==> config.mk <==
export PLATFORM = sky130hd
export DESIGN_NAME = cnt_seq_ctrl
export DESIGN_NICKNAME = d
export VERILOG_FILES = /design/src/rtl/cnt_seq_ctrl.sv
export SDC_FILE = /design/constraint.sdc
export NUM_CORES = 1
export LEC_CHECK = 0
export CORE_MARGIN = 5
export CORE_UTILIZATION = 55
export CTS_BUF_LIST = sky130_fd_sc_hd__clkbuf_8
export DETAILED_ROUTE_END_ITERATION = 8
export PLACE_DENSITY = 0.91
export SLEW_MARGIN = 40
export SYNTH_ARGS = -nofsm -noshare
export SYNTH_HDL_FRONTEND = slang
export SYNTH_SLANG_ARGS = --single-unit
==> constraint.sdc <==
create_clock -name CLK -period 2.6 [get_ports CLK]
set_input_delay 0.39 -clock CLK [delete_from_list [all_inputs] [get_ports CLK]]
set_output_delay 0.39 -clock CLK [all_outputs]
set_load 0.1 [all_outputs]
==> src/rtl/cnt_seq_ctrl.sv <==
// cnt_seq_ctrl: clears a 4-bit counter chain, prescales its count enable and counts chain wraps
module cnt_seq_ctrl #(
  parameter int PRE_W = 8,
  parameter int REP_W = 8
) (
  input  logic             CLK,
  input  logic             R_N,
  input  logic             START,
  input  logic             STOP,
  input  logic             MODE,
  input  logic [PRE_W-1:0] PRESCALE,
  input  logic [REP_W-1:0] REPEAT,
  input  logic             CNT_CEO,
  output logic             CNT_R,
  output logic             CNT_CE,
  output logic             BUSY,
  output logic             DONE,
  output logic [REP_W-1:0] WRAP_CNT
);
  localparam logic [PRE_W-1:0] ONE_P = 1;
  localparam logic [REP_W-1:0] ONE_R = 1;
  typedef enum logic [1:0] {IDLE, CLEAR, RUN} state_e;
  state_e state_q;
  logic [PRE_W-1:0] pre_q, pre_d, ps_q;
  logic [REP_W-1:0] rep_q, wrap_q, wrap_d;
  logic mode_q, done_q, pre_end, wrap_ev, last_wrap;
  // Chain controls come only from registered state and prescaler so they cannot glitch
  always_comb begin
    pre_end   = pre_q == ps_q;
    pre_d     = pre_end ? '0 : pre_q + ONE_P;
    CNT_R     = state_q == CLEAR;
    CNT_CE    = state_q == RUN && pre_end;
    BUSY      = state_q != IDLE;
    wrap_ev   = CNT_CE && CNT_CEO;
    last_wrap = wrap_q + ONE_R == rep_q;
    wrap_d    = last_wrap ? '0 : wrap_q + ONE_R;
  end
  // Sequencer: latch config on start, one clear cycle, then prescaled run counting wraps
  always_ff @(posedge CLK or negedge R_N) begin
    if (!R_N) begin
      state_q <= IDLE;
      pre_q   <= '0;
      ps_q    <= '0;
      rep_q   <= '0;
      mode_q  <= 1'b0;
      wrap_q  <= '0;
      done_q  <= 1'b0;
    end else begin
      done_q <= 1'b0;
      case (state_q)
        IDLE: if (START && !STOP) begin
          mode_q  <= MODE;
          ps_q    <= PRESCALE;
          rep_q   <= REPEAT == '0 ? ONE_R : REPEAT;
          wrap_q  <= '0;
          state_q <= CLEAR;
        end
        CLEAR: begin
          pre_q   <= '0;
          wrap_q  <= '0;
          state_q <= STOP ? IDLE : RUN;
        end
        RUN: if (STOP) begin
          wrap_q  <= '0;
          state_q <= IDLE;
        end else begin
          pre_q <= pre_d;
          if (wrap_ev) begin
            wrap_q <= wrap_d;
            done_q <= last_wrap;
            if (last_wrap && !mode_q) state_q <= IDLE;
          end
        end
        default: state_q <= IDLE;
      endcase
    end
  end
  assign DONE     = done_q;
  assign WRAP_CNT = wrap_q;
endmodule

---- Word level (Yosys, flattened, before mapping) ----
Index checks and enable logic that the tools add are counted.
word-level totals
  word-level logic and storage cells ...... 50
  input port bits ......................... 22
  output and inout bits ................... 12
  register bits ........................... 36
operators by class
  add/sub/neg operators ................... 2
  eq/ne operators ......................... 8
  reductions and logical operators ........ 15
  muxes and demuxes ....................... 18
operator list
  kind                 count
  $mux 8               7
  $pmux 8 s3           1
  $add 8x1->8 const B  2
  $eq 8x8->1           2
  $pmux 8 s2           1
  $mux 2               5
  $logic_not 8->1      1
  $pmux 2 s3           1
  $reduce_and 3->1     2
  $logic_and 1x1->1    4
  $ne 2x2->1 const B   2
  $reduce_and 2->1     2
  $reduce_bool 2->1    2
  $mux 1               3
  $ne 3x2->1 const B   1
  $ne 3x3->1 const B   1
  $reduce_bool 3->1    1
  $eq 2x1->1 const B   1
  $eq 2x2->1 const B   1
  $logic_not 1->1      2
  $logic_not 2->1      1

---- Depth between registers and ports, before layout ----
  depth in word-level cells ............... 7
  mapped depth ............................ 8
  depth with buffers taken out ............ 7

---- Worst setup path before layout ----
OpenSTA, ideal clock, no wires.
  path type ............................... register -> register
  start ................................... register wrap_q[0] (netlist: WRAP_CNT[0])
  end ..................................... register state_q[1]
  period minus slack after synthesis ...... 2.676 ns
  data arrival time ....................... 2.548 ns
  path buffers ............................ 1
  library setup time ...................... 0.128 ns
  path slack .............................. -0.076 ns
  cell stages (with the launch flop) ...... 9
  cell sequence ........................... dfrtp_1 -> ha_1 -> and3_2 -> a21oi_1 -> nor4b_2 -> o311ai_2 -> buf_6 -> o41ai_2 -> a21oi_1
on the way
  cells in the longest elaborated chain, start to end .. 5
ends and longest elaborated chain
  element                     RTL line  text
  start, declared             25        logic [REP_W-1:0] rep_q, wrap_q, wrap_d;
  start signal, assigned      69        wrap_q <= wrap_d;
  $add 8x1->8                 35        last_wrap = wrap_q + ONE_R == rep_q;
  $eq 8x8->1                  35
  $logic_and 1x1->1           71        if (last_wrap && !mode_q) state_q <= IDLE;
  $ne 3x2->1 (no line)        n/a
  $reduce_and 3->1 (no line)  n/a
  end signal, assigned        61        state_q <= STOP ? IDLE : RUN;
  end, declared               23        state_e state_q;
No other way between the ends.
A chain may end at the register's enable or synchronous reset.

---- Final worst setup path ----
  start ................................... register wrap_q[2] (netlist: WRAP_CNT[2])
  end ..................................... register wrap_q[5] (netlist: WRAP_CNT[5])
on the way
  cells in the longest elaborated chain, start to end .. 6
ends and longest elaborated chain
  element          RTL line  text
  $add 8x1->8 (*)  35, 36
  $eq 8x8->1       35
  $mux 8 (*)       36        wrap_d = last_wrap ? '0 : wrap_q + ONE_R;
  $mux 8 (*)       68        if (wrap_ev) begin
  $mux 8 (*)       63        RUN: if (STOP) begin
  $pmux 8 s3 (*)   50        case (state_q)
Every way passes the cells marked *; elsewhere a longest branch is shown, timed or not. The select of a mux whose other input is x is not followed.

==> reports/summary.txt <==
Worst VDD drop: 0.290 mV
Layout Skew: 0.00535 ns
DRT iter0 DRCs: 219
Synth Area in Compound Gates: 12.5%
CORE AREA: 3630 um2
First-pass GRT wire length: 6.76 mm
EDFF count, synth: 0
H-tree levels: 2
Initial Utilization: 56.1%
CTS Buffer Depth: 2
Mux cell area share after synthesis: 9.39%
F_max: 437 MHz
Relative slew margins: 59.6%
Worst stage delay on the critical path: 0.52 ns
Via density: 5.84
CP cell instances: and4_4 -> nand2_2 -> and4_4 -> o311ai_4 -> o21ai_2 -> o41ai_1
Setup violators final: 0
Vias in the first global route: 1429
Nets: 250
Total GRT Usage: 17.1%
Mapped Cells: 190
Status: finished clean
Seq/Total Area, Yosys: 44.2%
Num CTS Buffers: 5
Hold_ws: 0.507 ns
Crit Path Class: flip-flop to flip-flop
Most used flip-flop cell after synthesis: dfrtp_1
Antenna Cells: 0
Critical path buffer and inverter count: 0
Clk_lat worst skew: 0.29 ns
Synth Net Count: 214
Yosys reg bits: 36
Crit. path cell count: 6
Avg Inst Size Synth: 10.7 um2
Post-CTS Setup Inserts: 0
Ys async rst share: 100%
CP max FO: 11
Critical R2R Launch: WRAP_CNT[2]$_DFFE_PN0P_
Drt drc: 0
CP startpoint kind: flip-flop
PortBufs: 33
Syn-to-layout area delta: 21.8%
Global placement routability congestion: 0.895
Chip Width: 70.9 um
Antenna viol nets, final: 0
Grt met2 use: 24.8%
GR Util met1: 23.7%
Post-synth top area share: 44.2%
Overall power: 0.00135 W
Initial antenna violation count: 0
Synthesized area: 2040 um2
Top cells by area, synth: dfrtp_1 44%, mux2_2 9.4%, xnor2_1 6.4%
Area leader, netlist: dfrtp_1
Most crowded layer after global routing: met2
Wire length per cell: 14.8 um
Min-Delay Path Class: input pin to asynchronous set/reset pin
Max Cap Viol: 0
Cell family with most CP delay: compound AO/OA/AOI/OAI gates
DRT Pass-1 Iters: 4
Largest net degree at the start of global routing: 37
Simple-Gate Fraction of Synth Area: 19.2%
Slew @ Worst Pin: 0.599 ns
Clk sinks: 36
RSZ-0062 raised after global routing: false
Final TNS setup: 0 ns
Share of layout cells above drive strength 1: 24.8%
FF/Latch Area: 903 um2
WP data required: 2.76 ns
Met3 Resource Use GR: 5.11%
Lkg Pwr: 1.03 nW
Final period utilization: 88.0%
Post-Synth Adder-Cell Area: 1.23%
Crit path capture: WRAP_CNT[5]$_DFFE_PN0P_
Post-layout min period: 2.29 ns
Netlist cell types: 49
CTS resizes: 0
XOR/XNOR Fraction of Synth Area: 9.82%
Crit path DAT: 2.45 ns
Worst setup path start: WRAP_CNT[2]$_DFFE_PN0P_
Area taken by multi-input logic gates: 1080 um2
Worst r2r path cells: 6
Clock Pin Slew Worst Setup and Hold Paths: 0.07 ns
Hold_buf cts: 0
Final hold violation count: 0
Vias: 1600
CP endpoint kind: flip-flop
Crit-path slowest cell: o311ai_4
Num ports: 34
Fill count: 285
Die H: 70.9 um
Final HPWL DP: 2.99 mm
Slew Limit Fails: 0
Combinational family with the most area after synthesis: simple AND/OR/NAND/NOR gates
Yosys warns: 0
Final WL: 4.07 mm
Cell Rows: 22
Die area: 5020 um2
GRT overflow: 0
CP most frequent cell: and4_4
Root Driver: clkbuf_8
CTS tree: yes
RR Endpoint: WRAP_CNT[5]$_DFFE_PN0P_
PD cells: 542 nW/um2
Reg2reg setup slack: 0.31 ns
[report_power, final]
group / switching, W / total [W] / internal (W)
sequential: 0.0000616 / 0.000688 / 0.000627
clock: 0.000190 / 0.000368 / 0.000178
combinational: 0.000135 / 0.000289 / 0.000154
total: 0.000386 / 0.00135 / 0.000959
[flip-flops by register name, indices dropped and copies added (netlist names)]
name,count
WRAP_CNT,8
pre_q,8
DONE,1
rep_q,8
mode_q,1
state_q,2
ps_q,8
[synthesized netlist by cell type (2+ instances only)]
master / n
mux2_2: 17
nand3b_1: 2
or3_1: 2
ha_1: 2
a22o_1: 2
xor2_1: 6
xnor2_1: 15
dfrtp_1: 36
and4_4: 2
inv_1: 5
buf_4: 2
o41ai_1: 3
nand3_1: 8
and3_1: 3
o31ai_1: 2
nor4_1: 2
nor2b_1: 3
and3_2: 2
a22oi_1: 3
nand2b_1: 2
buf_6: 2
o211ai_1: 2
nand4_1: 6
and2_1: 3
nand2_1: 14
a21oi_1: 4
o2111ai_1: 5
nor2_1: 14
[logic make-up after synthesis]
logic type	Yosys count
buffers and inverters	13
adder cells (fa/ha/maj)	2
AND/OR/NAND/NOR	70
multiplexers	17
XOR/XNOR	22
AO/OA/AOI/OAI	30
flip-flops	36
[layer usage]
layer  vias to the layer above  part of all wire, %  routed length (um)
li1                        770                    -                   -
met1                       756                   46                1890
met2                        63                   44                1790
met3                        11                  7.0                 284
met4                         0                  2.7                 111
met5                         -                    0                   0
[worst min-delay path by stage]
stage | slack (ns) | depth (start not counted) | endpoint | startpoint
6_report | 0.51 | 2 | rep_q[2]$_DFFE_PN0P_ | R_N
5_1_grt | 0.54 | 1 | ps_q[3]$_DFFE_PN0P_ | ps_q[3]$_DFFE_PN0P_
4_1_cts | 0.52 | 2 | pre_q[2]$_DFFE_PN0P_ | R_N
3_5_place_dp | 0.52 | 1 | ps_q[3]$_DFFE_PN0P_ | ps_q[3]$_DFFE_PN0P_
3_3_place_gp | 0.52 | 1 | ps_q[2]$_DFFE_PN0P_ | ps_q[2]$_DFFE_PN0P_
2_1_floorplan | 0.09 | 0 | DONE$_DFF_PN0_ | R_N
[cell type report]
cell class,count,area share [%]
Tap cell,48,2.42
Sequential cell,36,36.4
Inverter,5,0.756
Clock inverter,2,0.353
Timing Repair Buffer,37,13.8
Clock buffer,5,2.77
Multi-Input combinational cell,141,43.5
[cells in the final DEF, fill, tap and decap left out, types with 3 or more instances in the layout]
cell,instances
xor2_1,6
clkbuf_8,5
xnor2_1,15
o2111ai_1,5
and3_1,3
dfrtp_1,34
and2_1,3
nand2_1,14
nor2_1,14
nand4_1,6
nand3_1,8
mux2_2,17
o41ai_1,3
inv_1,6
a21oi_1,4
buf_4,15
a22oi_1,3
clkdlybuf4s50_1,21
nor2b_1,3
[through the flow]
stage,setup WS [ns],instances,utilization [%],cell area (um2)
6_report,0.313,274,68.3,2480
5_1_grt,0.155,274,68.3,2480
4_1_cts,0.176,274,67.9,2470
3_5_place_dp,0.194,267,65.7,2390
3_3_place_gp,0.277,267,65.7,2390
2_1_floorplan,0.0755,190,-,2040
(Power assumes the default switching activity.)
